## config.mk

```make
export PLATFORM = sky130hd
export DESIGN_NAME = alu_issue_ctrl
export DESIGN_NICKNAME = d
export VERILOG_FILES = /design/src/rtl/alu_ctrl_pkg.sv /design/src/rtl/rr_arb2.sv /design/src/rtl/alu_issue_ctrl.sv
export SDC_FILE = /design/constraint.sdc
export NUM_CORES = 1
export LEC_CHECK = 0
export BUFFER_PORTS_ARGS = -buffer_cell sky130_fd_sc_hd__buf_4
export CELL_PAD_IN_SITES_DETAIL_PLACEMENT = 0
export CELL_PAD_IN_SITES_GLOBAL_PLACEMENT = 2
export CORE_ASPECT_RATIO = 1.2
export CORE_MARGIN = 5
export CORE_UTILIZATION = 24
export CTS_CLUSTER_DIAMETER = 30
export CTS_CLUSTER_SIZE = 28
export DETAILED_ROUTE_END_ITERATION = 8
export PLACE_DENSITY_LB_ADDON = 0.1
export SYNTH_ARGS = -nofsm -noshare
export SYNTH_HDL_FRONTEND = slang
export SYNTH_SLANG_ARGS = --single-unit
```

## constraint.sdc

```tcl
create_clock -name CLK -period 1.5 [get_ports CLK]
set_input_delay 0.3 -clock CLK [delete_from_list [all_inputs] [get_ports CLK]]
set_output_delay 0.3 -clock CLK [all_outputs]
set_load 0.005 [all_outputs]
```

## src/rtl/alu_ctrl_pkg.sv

```systemverilog
// Shared opcodes and sequencer state encoding for the ALU issue controller.
package alu_ctrl_pkg;

    localparam logic [2:0] OP_ADD   = 3'b000;
    localparam logic [2:0] OP_SUB   = 3'b001;
    localparam logic [2:0] OP_MUL   = 3'b010;
    localparam logic [2:0] OP_XOR   = 3'b011;
    localparam logic [2:0] OP_SPLIT = 3'b100;
    localparam logic [2:0] OP_MOD2  = 3'b101;
    localparam logic [2:0] OP_PASS  = 3'b110;
    localparam logic [2:0] OP_NOP   = 3'b111;

    typedef enum logic [2:0] {
        StIdle,
        StIssue,
        StWait,
        StZcap,
        StResp
    } state_e;

endpackage

```

## src/rtl/rr_arb2.sv

```systemverilog
// Two-way arbiter: round-robin on ties, or fixed priority to req[0] when FIXED_PRIO != 0.
module rr_arb2 #(
    parameter int unsigned FIXED_PRIO = 0
) (
    input  logic       CLK,
    input  logic       RST,
    input  logic [1:0] req,
    input  logic       advance,
    output logic [1:0] gnt
);

    // High when req[1] should win the next tie.
    logic ptr_q;

    always_comb begin
        gnt = req;
        if (req == 2'b11) begin
            gnt = (FIXED_PRIO != 0 || !ptr_q) ? 2'b01 : 2'b10;
        end
    end

    always_ff @(posedge CLK or posedge RST) begin
        if (RST) begin
            ptr_q <= 1'b0;
        end else if (advance && gnt != 2'b00) begin
            ptr_q <= gnt[0];
        end
    end

endmodule

```

## src/rtl/alu_issue_ctrl.sv

```systemverilog
// Arbitrates two requesters onto the registered ALU and returns LO/HI with ZERO realigned
// to the same result, hiding the one-cycle ZERO skew inside the ALU.
module alu_issue_ctrl
    import alu_ctrl_pkg::*;
#(
    parameter int unsigned DATA_W     = 10,
    parameter int unsigned OP_W       = 3,
    parameter int unsigned FIXED_PRIO = 0
) (
    input  logic              CLK,
    input  logic              RST,

    input  logic              REQ0_VALID,
    output logic              REQ0_READY,
    input  logic [OP_W-1:0]   REQ0_OP,
    input  logic [DATA_W-1:0] REQ0_A,
    input  logic [DATA_W-1:0] REQ0_B,
    input  logic              REQ0_INCR,

    input  logic              REQ1_VALID,
    output logic              REQ1_READY,
    input  logic [OP_W-1:0]   REQ1_OP,
    input  logic [DATA_W-1:0] REQ1_A,
    input  logic [DATA_W-1:0] REQ1_B,
    input  logic              REQ1_INCR,

    output logic              RSP_VALID,
    input  logic              RSP_READY,
    output logic              RSP_ID,
    output logic [DATA_W-1:0] RSP_LO,
    output logic [DATA_W-1:0] RSP_HI,
    output logic              RSP_ZERO,

    output logic              BUSY,

    output logic [OP_W-1:0]   ALU_OP,
    output logic [DATA_W-1:0] ALU_INPUTA,
    output logic [DATA_W-1:0] ALU_INPUTB,
    output logic              ALU_INCR_OP,
    input  logic [DATA_W-1:0] ALU_OUT_LO,
    input  logic [DATA_W-1:0] ALU_OUT_HI,
    input  logic              ALU_ZERO
);

    state_e              state_q;
    logic [OP_W-1:0]     alu_op_q;
    logic [DATA_W-1:0]   alu_a_q;
    logic [DATA_W-1:0]   alu_b_q;
    logic                alu_incr_q;
    logic                rsp_valid_q;
    logic                rsp_id_q;
    logic [DATA_W-1:0]   rsp_lo_q;
    logic [DATA_W-1:0]   rsp_hi_q;
    logic                rsp_zero_q;

    logic                grant_en;
    logic [1:0]          req;
    logic [1:0]          gnt;
    logic                take;
    logic [OP_W-1:0]     sel_op;
    logic [DATA_W-1:0]   sel_a;
    logic [DATA_W-1:0]   sel_b;
    logic                sel_incr;

    // Grants only from IDLE or on the response handshake; held off while RST is asserted.
    assign grant_en = !RST && (state_q == StIdle || (state_q == StResp && RSP_READY));
    assign req      = {REQ1_VALID, REQ0_VALID} & {2{grant_en}};

    rr_arb2 #(
        .FIXED_PRIO(FIXED_PRIO)
    ) u_arb (
        .CLK     (CLK),
        .RST     (RST),
        .req     (req),
        .advance (grant_en),
        .gnt     (gnt)
    );

    assign REQ0_READY = gnt[0];
    assign REQ1_READY = gnt[1];
    assign take       = |gnt;

    assign sel_op   = gnt[1] ? REQ1_OP   : REQ0_OP;
    assign sel_a    = gnt[1] ? REQ1_A    : REQ0_A;
    assign sel_b    = gnt[1] ? REQ1_B    : REQ0_B;
    assign sel_incr = gnt[1] ? REQ1_INCR : REQ0_INCR;

    always_ff @(posedge CLK or posedge RST) begin
        if (RST) begin
            state_q     <= StIdle;
            alu_op_q    <= OP_W'(OP_NOP);
            alu_a_q     <= '0;
            alu_b_q     <= '0;
            alu_incr_q  <= 1'b0;
            rsp_valid_q <= 1'b0;
            rsp_id_q    <= 1'b0;
            rsp_lo_q    <= '0;
            rsp_hi_q    <= '0;
            rsp_zero_q  <= 1'b0;
        end else begin
            unique case (state_q)
                StIdle: begin
                    if (take) begin
                        state_q <= StIssue;
                    end
                end
                StIssue: begin
                    state_q <= StWait;
                end
                StWait: begin
                    rsp_lo_q <= ALU_OUT_LO;
                    rsp_hi_q <= ALU_OUT_HI;
                    state_q  <= StZcap;
                end
                StZcap: begin
                    // ZERO now reflects the OUT_LO captured one edge earlier.
                    rsp_zero_q  <= ALU_ZERO;
                    alu_op_q    <= OP_W'(OP_NOP);
                    alu_incr_q  <= 1'b0;
                    rsp_valid_q <= 1'b1;
                    state_q     <= StResp;
                end
                StResp: begin
                    if (RSP_READY) begin
                        rsp_valid_q <= 1'b0;
                        state_q     <= take ? StIssue : StIdle;
                    end
                end
                default: begin
                    state_q <= StIdle;
                end
            endcase

            if (take) begin
                alu_op_q   <= sel_op;
                alu_a_q    <= sel_a;
                alu_b_q    <= sel_b;
                alu_incr_q <= sel_incr;
                rsp_id_q   <= gnt[1];
            end
        end
    end

    assign BUSY        = (state_q != StIdle);
    assign RSP_VALID   = rsp_valid_q;
    assign RSP_ID      = rsp_id_q;
    assign RSP_LO      = rsp_lo_q;
    assign RSP_HI      = rsp_hi_q;
    assign RSP_ZERO    = rsp_zero_q;
    assign ALU_OP      = alu_op_q;
    assign ALU_INPUTA  = alu_a_q;
    assign ALU_INPUTB  = alu_b_q;
    assign ALU_INCR_OP = alu_incr_q;

endmodule

```

# == Word level (Yosys, flattened, before mapping) ==
# Cells that the tools add are included.
# op_classes
n_eq_ne,7
muxes,16
bitwise_logic,1
n_reduce_logical,13
# ops
op,count
$mux 10,2
$mux 3,5
$pmux 3 s5,1
$eq 3x2->1 const B,2
$reduce_bool 2->1,3
$mux 1,5
$mux 2,2
$ne 2x2->1 const B,2
$reduce_and 2->1,2
$eq 3x1->1 const B,1
$eq 3x3->1 const B,1
$logic_and 1x1->1,3
$logic_not 3->1,1
$reduce_bool 3->1,1
$and 2x2->2,1
$eq 2x2->1 const B,1
$pmux 1 s2,1
$reduce_or 2->1,1
$logic_not 1->1,1
$logic_or 1x1->1,1
# word_totals
register_bits,51
in_bits,74
output_inout_bits,50

# == Logic depth before layout (Yosys ltp) ==
# Gate-level depths: netlist (run 1).
# logic_depth
depth_word,11
mapped_depth,6
mapped_depth_nobuf,3

# == By module ==
# A second synthesis (run 1) with hierarchy kept.
# unflattened
hier_cells,183
area_unflattened_um2,2232.1
# by_module_without_submodules
mod,instances,cells_per_inst,area_each_um2,seq_area_each_um2
alu_issue_ctrl,1,176,2173.3,1255.0
rr_arb2,1,7,58.8,25.0

# == Worst setup path before layout (run 1) ==
# OpenSTA, ideal clock, no wires.
# synth_timing
path_kind,input to register
start,input RST
end,register state_q[0]
setup_ns,0.095
t_arrival_ns,1.740
required_ns,1.405
slack_ns,-0.335
cell_stages,3
n_path_buf,0
cell_sequence,inv_1 -> a21oi_1 -> a211oi_1
# synth_via
elab_chain_len,9
elab_cells_between_ends,11
# synth_lines
item,line,text
from (decl),alu_issue_ctrl.sv:11,"input logic RST,"
$logic_not 1->1 (no source line) (*),n/a,
$logic_and 1x1->1 (*),alu_issue_ctrl.sv:66,assign grant_en = !RST && (state_q == StIdle || (state_q == StResp && RSP_READY));
$and 2x2->2 (*),alu_issue_ctrl.sv:67,"assign req = {REQ1_VALID, REQ0_VALID} & {2{grant_en}};"
$eq 2x2->1,rr_arb2.sv:17,if (req == 2'b11) begin
$mux 2 (*),rr_arb2.sv:17,
$reduce_or 2->1 (*),alu_issue_ctrl.sv:81,assign take = |gnt;
$mux 1,alu_issue_ctrl.sv:126,state_q <= take ? StIssue : StIdle;
$mux 3,alu_issue_ctrl.sv:124,if (RSP_READY) begin
$pmux 3 s5,alu_issue_ctrl.sv:101,unique case (state_q)
to (signal assigned),alu_issue_ctrl.sv:104,state_q <= StIssue;
to (signal assigned),alu_issue_ctrl.sv:126,
to (signal assigned),alu_issue_ctrl.sv:130,state_q <= StIdle;
to (decl),alu_issue_ctrl.sv:45,state_e state_q;
# Every way passes the cells marked *; elsewhere a longest branch is shown, timed or not. The select of a mux whose other input is x is not followed.
# A chain may end at the register's enable or synchronous reset.

# == Worst setup path in the final report (run 1) ==
# layout_timing
start,register state_q[1]
end,output REQ0_READY
# layout_via
elab_chain_len,7
elab_cells_between_ends,8
# layout_lines
item,line,text
from (signal assigned),alu_issue_ctrl.sv:90,state_q <= StIdle;
from (signal assigned),alu_issue_ctrl.sv:104,
from (signal assigned),alu_issue_ctrl.sv:108,state_q <= StWait;
$eq 3x3->1,alu_issue_ctrl.sv:66,
$logic_and 1x1->1,alu_issue_ctrl.sv:66,
$logic_or 1x1->1 (*),alu_issue_ctrl.sv:66,
$logic_and 1x1->1 (*),alu_issue_ctrl.sv:66,
$and 2x2->2 (*),alu_issue_ctrl.sv:67,
$eq 2x2->1,rr_arb2.sv:17,
$mux 2 (*),rr_arb2.sv:17,
to (decl),alu_issue_ctrl.sv:14,"output logic REQ0_READY,"
# Every way passes the cells marked *; elsewhere a longest branch is shown, timed or not.

==> metrics.csv, run 1 <==
stage;metric;value;unit
clocking;Worst-path clk slew;0.07;ns
detailed_routing;routed vias;2329;
synthesis;Yosys Warn Count;0;
synthesis;asr flop ratio synth;100;%
detailed_routing;Remaining DRCs;0;
timing;Worst Tran Pin Value;0.450;ns
global_route;largest net degree at the start of global routing;33;
detailed_routing;DR vias/cell;4.80;
power;P per Cell Area;1850;nW/um2
global_route;gr usage total;12.7;%
power;Tot Pwr;7.15;mW
worst_setup_path;worst path arrival time;1.35;ns
floorplan;core area;10000;um2
timing;fmax;607;MHz
run_status;status;complete, but fails checks;
timing;period utilization;110;%
synthesis;largest family of logic cells by synthesized area;compound AO/OA/AOI/OAI gates;
worst_setup_path;crit end category;primary output;
power;peak supply drop;0.576;mV
floorplan;die area;12400;um2
timing;post-route setup TNS;-0.745;ns
global_route;global-route wire length before repair;12.5;mm
synthesis;Cell variety after synth;34;
worst_setup_path;slowest CP cell;dfrtp_1;
worst_setup_path;critical-path cell list;nor3_4, nand3_2, a21oi_2, buf_4;
worst_setup_path;Setup CP Type;flop to primary output;
timing;Final Hold Viols;0;
min_path;min-delay worst type;input port to asynchronous set/reset pin;
placement;DP Area;3580;um2
synthesis;top post-synthesis cells by area;dfrtp_1 (49%), a31oi_1 (11%), mux2_2 (8.7%);
worst_setup_path;crit path buf inv count;1;
detailed_routing;drt initial violations;106;
placement;routability cong.;0.744;
worst_setup_path;Startpoint Class;flop;
timing;minimum clock period;1.65;ns
global_route;antenna violations before repair;0;
timing;Slew Viols, Final;0;
floorplan;Starting Density;24.5;%
worst_setup_path;Crit path required time;1.20;ns
global_route;vias in the first global route;2428;
detailed_routing;TritonRoute pass-1 iters;4;
synthesis;Post-Synth Adder-Cell Area;0;%
clocking;CTS tree;yes;
synthesis;post-synth top area cell;dfrtp_1;
clocking;Max clock buf depth;2;
worst_setup_path;critical path's top delay family;flip-flops;
timing;Final Skew;0.00586;ns
floorplan;# rows;40;
layout;# diodes;0;
power;P_leak;1.70;nW
synthesis;Post-Syn Instances;225;
synthesis;post-synthesis compound-gate area fraction;20.0;%
global_route;total global routing overflow;0;
floorplan;num ports;124;
detailed_routing;DR WL/cell;16.8;um
detailed_routing;Final ANT Viol Nets;0;
synthesis;Net Count, Synth;299;
synthesis;Synth Area in Simple Gates;12.2;%
synthesis;syn avg cell area;10.9;um2
synthesis;ys flop type;dfrtp_1;
synthesis;Yosys reg bits;51;
synthesis;top-area cell type share of the netlist area;48.9;%
synthesis;Post-Synth XOR/XNOR Area;0.357;%
synthesis;register area share after synthesis;52.1;%
placement;Detail Placement HPWL;6.01;mm
clocking;H-tree Lvls;2;
layout;final instance area;3850;um2
layout;Final Net Count;432;
clocking;clk_lat worst skew;0.29;ns
detailed_routing;WL final;8.16;mm
synthesis;Synth Cell Area;2450;um2
clocking;Clock Tree Root;clkbuf_16;
worst_setup_path;Max Fanout on Critical Path;4;
synthesis;mux contribution to synthesized area;9.17;%
timing;unrepaired setup endpoints after global routing;true;
timing;PnR worst setup slack;-0.148;ns
clocking;Clock Sinks;51;
synthesis;number of enable flip-flop cells after synthesis;0;
worst_setup_path;Worst path max stage delay;0.42;ns
run_status;failing checks;negative setup slack;
placement;Inst Count DP;470;
floorplan;Die H;121;um
timing;final setup fails;22;
layout;Layout Cells excl Fill;485;
run;Max Cap Viol;0;
placement;I/O Buffers;123;
timing;max_slew headroom;70.0;%
layout;P&R area growth vs syn;56.9;%
synthesis;count leader, synth;dfrtp_1;
synthesis;Synth top cells by count;dfrtp_1 (48), a31oi_1 (44), nand3b_1 (25), o21ai_0 (21), mux2_2 (19);
layout;share of cells above drive strength 1;54.0;%
clocking;Post-CTS Hold Buffers;0;
floorplan;die width;102;um
clocking;Num CTS Buffers;5;
[layer usage]
layer  share of wire, %  global-route usage (%)
met1                 42                    16.6
met2                 50                    21.3
met3                7.8                    3.35
met4               0.56                    2.21
met5                  0                       0
[where the power goes]
part / switching [mW] / internal [mW]
Clock: 0.530 / 0.668
Combinational: 1.37 / 2.04
Sequential: 0.429 / 2.11
Total: 2.33 / 4.82
[worst min-delay path: cells and delay by family]
kind	cells	cell delay (ns)
buffers and inverters	3	0.46
[cells in the final DEF, fill, tap and decap left out, types with 2 or more instances in the layout]
cell type   instances
buf_4             143
dfrtp_1            46
a31oi_1            44
nand3b_1           25
o21ai_0            21
mux2_2             19
clkbuf_16           5
buf_6               5
nand2_1             4
dfstp_2             3
a21oi_1             3
a311oi_1            3
o21ai_1             3
inv_1               2
nand2b_1            2
o31ai_1             2
clkinvlp_4          2
buf_12              2
dfrtp_2             2
[state kept, by name, indices dropped and copies added, names as in the netlist]
register and cells:
ALU_INPUTB 10, ALU_INCR_OP 1, RSP_VALID 1, state_q 3, RSP_ID 1, ALU_INPUTA 10
RSP_LO 10, ALU_OP 3, RSP_ZERO 1, RSP_HI 10, u_arb.ptr_q 1
[final timing paths]
check,start,slack (ns),endpoint,depth (start not counted)
setup / recovery,state_q[1]$_DFFE_PP0P_,-0.15,REQ0_READY,4
hold / removal,RST,0.09,RSP_ZERO$_DFFE_PP0P_,3
max in group asynchronous,RST,0.99,ALU_OP[0]$_DFFE_PP1P_,3
setup reg to reg,state_q[1]$_DFFE_PP0P_,-0.04,ALU_INPUTB[7]$_DFFE_PP0N_,6
hold reg to reg,RSP_LO[5]$_DFFE_PP0P_,0.49,RSP_LO[5]$_DFFE_PP0P_,1
min in group CLK,ALU_ZERO,0.20,RSP_ZERO$_DFFE_PP0P_,3
[stage by stage]
stage / utilization (%) / hold WS (ns) / worst slack (ns)
after floorplan: - / 0.352 / 0.00714
after detailed placement: 35.7 / 0.414 / 0.0695
after global routing: 38.5 / 0.121 / -0.242
final: 38.5 / 0.0937 / -0.148
after global placement: 35.7 / 0.418 / 0.0733
after CTS: 37.9 / 0.101 / -0.169
[cells by family (layout without fill, tap and decap cells)]
kind of cell,after synthesis,count (layout)
compound gates,81,81
flops,51,51
simple gates,43,43
buf+inv,29,163
mux,20,20
xor+xnor,1,1
[repair_timing]
item / CTS / global route
cloned: 0 / 1
endpoints found under the setup margin: 3 / 47
resized for setup: 6 / 14
setup buffers: 5 / 2
pin swaps: 4 / 1
[layout make-up]
class	count	area, um2
clock buffer	6	139
clock inverter	2	16.3
fill	1029	6160
inverter	4	18.8
multi-input combinational	145	1050
sequential	51	1280
tap	126	158
timing repair buffer	151	1180
No activity file was read; power rests on OpenSTA's default activity.
==> inputs of run 2 (changes only) <==
--- a/config.mk
+++ b/config.mk
@@ -10,11 +10,12 @@
 export CELL_PAD_IN_SITES_GLOBAL_PLACEMENT = 2
 export CORE_ASPECT_RATIO = 1.2
 export CORE_MARGIN = 5
-export CORE_UTILIZATION = 24
+export CORE_UTILIZATION = 23
 export CTS_CLUSTER_DIAMETER = 30
 export CTS_CLUSTER_SIZE = 28
 export DETAILED_ROUTE_END_ITERATION = 8
 export PLACE_DENSITY_LB_ADDON = 0.1
 export SYNTH_ARGS = -nofsm -noshare
 export SYNTH_HDL_FRONTEND = slang
+export SYNTH_HIERARCHICAL = 1
 export SYNTH_SLANG_ARGS = --single-unit
==> metrics.csv, run 2 <==
stage;metric;value;unit
run_status;status;complete, but fails checks;
run_status;failing checks;negative setup slack;
floorplan;die width;99.9;um
synthesis;mux contribution to synthesized area;19.6;%
layout;most frequent cells in the layout;buf_4 (131), dfrtp_1 (48), nand2_1 (21);
worst_setup_path;Startpoint Class;flop;
timing;minimum clock period;1.96;ns
timing;Slew Viols, Final;0;
layout;share of cells above drive strength 1;59.3;%
detailed_routing;Remaining DRCs;0;
clocking;CTS tree;yes;
timing;max_slew headroom;75.1;%
synthesis;post-synthesis compound-gate area fraction;9.64;%
detailed_routing;WL final;7.09;mm
worst_setup_path;crit end category;primary output;
layout;# diodes;0;
synthesis;Post-Syn Instances;183;
global_route;vias in the first global route;2098;
synthesis;Synth Area in Simple Gates;8.35;%
placement;I/O Buffers;123;
timing;final setup fails;49;
detailed_routing;TritonRoute pass-1 iters;4;
timing;Final Skew;0.00607;ns
synthesis;Cell variety after synth;31;
detailed_routing;routed vias;1931;
power;peak supply drop;0.579;mV
synthesis;post-synth top area cell;dfrtp_1;
floorplan;# rows;39;
synthesis;Post-Synth Adder-Cell Area;0;%
min_path;min-delay src;REQ1_A[0];
clocking;Clock Tree Root;clkbuf_16;
clocking;Worst-path clk slew;0.07;ns
global_route;gr usage total;12.1;%
layout;P&R area growth vs syn;77.9;%
synthesis;number of enable flip-flop cells after synthesis;0;
power;P_leak;1.86;nW
clocking;H-tree Lvls;2;
detailed_routing;drt initial violations;33;
detailed_routing;wl on met1;2.98;mm
min_path;hold path cells;3;
synthesis;Post-Synth XOR/XNOR Area;0.392;%
worst_setup_path;r2r setup slk;-0.40;ns
timing;Final Hold Viols;0;
synthesis;largest family of logic cells by synthesized area;multiplexers;
detailed_routing;wire length on met2;3.40;mm
clocking;Num CTS Buffers;5;
floorplan;die area;11800;um2
global_route;total global routing overflow;0;
timing;PnR worst setup slack;-0.458;ns
worst_setup_path;Crit path required time;1.20;ns
synthesis;top-area cell type share of the netlist area;53.8;%
detailed_routing;DR vias/cell;4.23;
synthesis;asr flop ratio synth;100;%
min_path;min-delay worst type;input port to flop;
timing;Worst Tran Pin Value;0.373;ns
timing;unrepaired setup endpoints after global routing;true;
clocking;Clock Sinks;51;
layout;Fill cells;929;
global_route;largest net degree at the start of global routing;21;
power;P per Cell Area;1850;nW/um2
synthesis;Yosys Warn Count;6;
detailed_routing;DR WL/cell;15.5;um
timing;period utilization;131;%
synthesis;Net Count, Synth;257;
worst_setup_path;reg2reg end;ALU_INPUTB[3]$_DFFE_PP0N_;
min_path;Hold EP;ALU_INPUTA[0]$_DFFE_PP0N_;
run;Max Cap Viol;0;
global_route;global-route wire length before repair;11.2;mm
detailed_routing;uppermost layer routed;met4;
synthesis;Synth top cells by count;dfrtp_1 (48), nand2_1 (22), o21ai_0 (21), mux2i_1 (20), mux2_2 (19);
layout;most common cell after layout, fill and taps aside;buf_4;
synthesis;ys flop type;dfrtp_1;
layout;Final Net Count;407;
placement;Detail Placement HPWL;5.08;mm
detailed_routing;DR WL met3;597;um
layout;Layout Cells excl Fill;457;
synthesis;Synth Cell Area;2230;um2
placement;Inst Count DP;434;
worst_setup_path;Setup CP Type;flop to primary output;
layout;fin util;41.7;%
placement;routability cong.;0.670;
worst_setup_path;worst path arrival time;1.66;ns
synthesis;Yosys reg bits;51;
floorplan;Die H;118;um
clocking;clk_lat worst skew;0.29;ns
worst_setup_path;Max Fanout on Critical Path;3;
global_route;antenna violations before repair;0;
timing;fmax;511;MHz
synthesis;syn avg cell area;12.2;um2
worst_setup_path;cells on worst reg2reg path;8;
floorplan;core area;9520;um2
synthesis;count leader, synth;dfrtp_1;
detailed_routing;Final ANT Viol Nets;0;
worst_setup_path;reg2reg start;state_q[1]$_DFFE_PP0P_;
floorplan;num ports;124;
clocking;Max clock buf depth;2;
floorplan;Starting Density;23.5;%
synthesis;register area share after synthesis;57.3;%
synthesis;top post-synthesis cells by area;dfrtp_1 (54%), mux2_2 (9.6%), mux2i_1 (9.0%);
run 2: kinds of logic (layout without fill, tap and decap cells):
group           count (synthesis)  in the layout
compound gates                 35             35
simple gates                   36             36
flops                          51             51
mux                            41             41
buf+inv                        19            170
xor+xnor                        1              1
run 2: through the flow:
stage          setup WS, ns  instance area [um2]  TNS [ns]  power (mW)  hold slack (ns)
5_1_grt              -0.541                 3970    -14.87        7.89            0.220
3_5_place_dp         -0.392                 3470     -9.45        5.66            0.298
2_1_floorplan        -0.318                 2290     -7.49        4.03           0.0287
6_report             -0.458                 3970    -10.64        7.36            0.218
4_1_cts              -0.470                 3880    -11.94        7.29            0.213
3_3_place_gp         -0.351                 3470     -8.60        5.63            0.296
run 2: layout make-up:
cell class / count / area [um2] / area share, %
timing repair buffer: 155 / 1390 / 35.0
sequential: 51 / 1280 / 32.2
inverter: 7 / 26.3 / 0.662
clock inverter: 2 / 16.3 / 0.410
clock buffer: 6 / 139 / 3.50
tap: 123 / 154 / 3.88
multi-input combinational: 113 / 967 / 24.4
run 2: what timing repair did:
item / CTS / global route
setup endpoints to repair: 29 / 49
hold buffers: 1 / 0
gates cloned: 4 / 0
pin swaps: 2 / 8
endpoints found under the hold margin: 1 / 0
buffers inserted: 7 / 3
resized for setup: 28 / 18
run 2: how the worst max path moves through the flow:
stage	start	to	slack (ns)	cells after the start
floorplan	state_q[1]$_DFFE_PP0P_	ALU_INPUTA[0]$_DFFE_PP0N_	-0.32	8
global placement	RST	ALU_INPUTA[0]$_DFFE_PP0N_	-0.35	7
detailed placement	RST	ALU_INPUTA[1]$_DFFE_PP0N_	-0.39	7
CTS	state_q[1]$_DFFE_PP0P_	REQ1_READY	-0.47	5
global route	state_q[2]$_DFFE_PP0P_	REQ0_READY	-0.54	6
finish	state_q[1]$_DFFE_PP0P_	REQ1_READY	-0.46	5
run 2: worst max-delay path: stages, from the launching register on:
cell and delay [ns]:
dfrtp_1 0.42, nor4b_4 0.32, and2_4 0.21, a21boi_4 0.20, buf_12 0.12, buf_6 0.08
run 2: routing by layer:
metal,GRT usage [%],up-vias
li1,-,930
met1,15.0,902
met2,19.5,89
met3,4.03,10
met4,3.76,0
met5,0,-
run 2: report_power, final:
group,total (mW),leakage [nW],switching (mW),internal (mW)
Sequential,2.50,0.608,0.407,2.10
Combinational,3.68,1.18,1.32,2.35
Clock,1.18,0.0731,0.512,0.667
Total,7.36,1.86,2.24,5.12
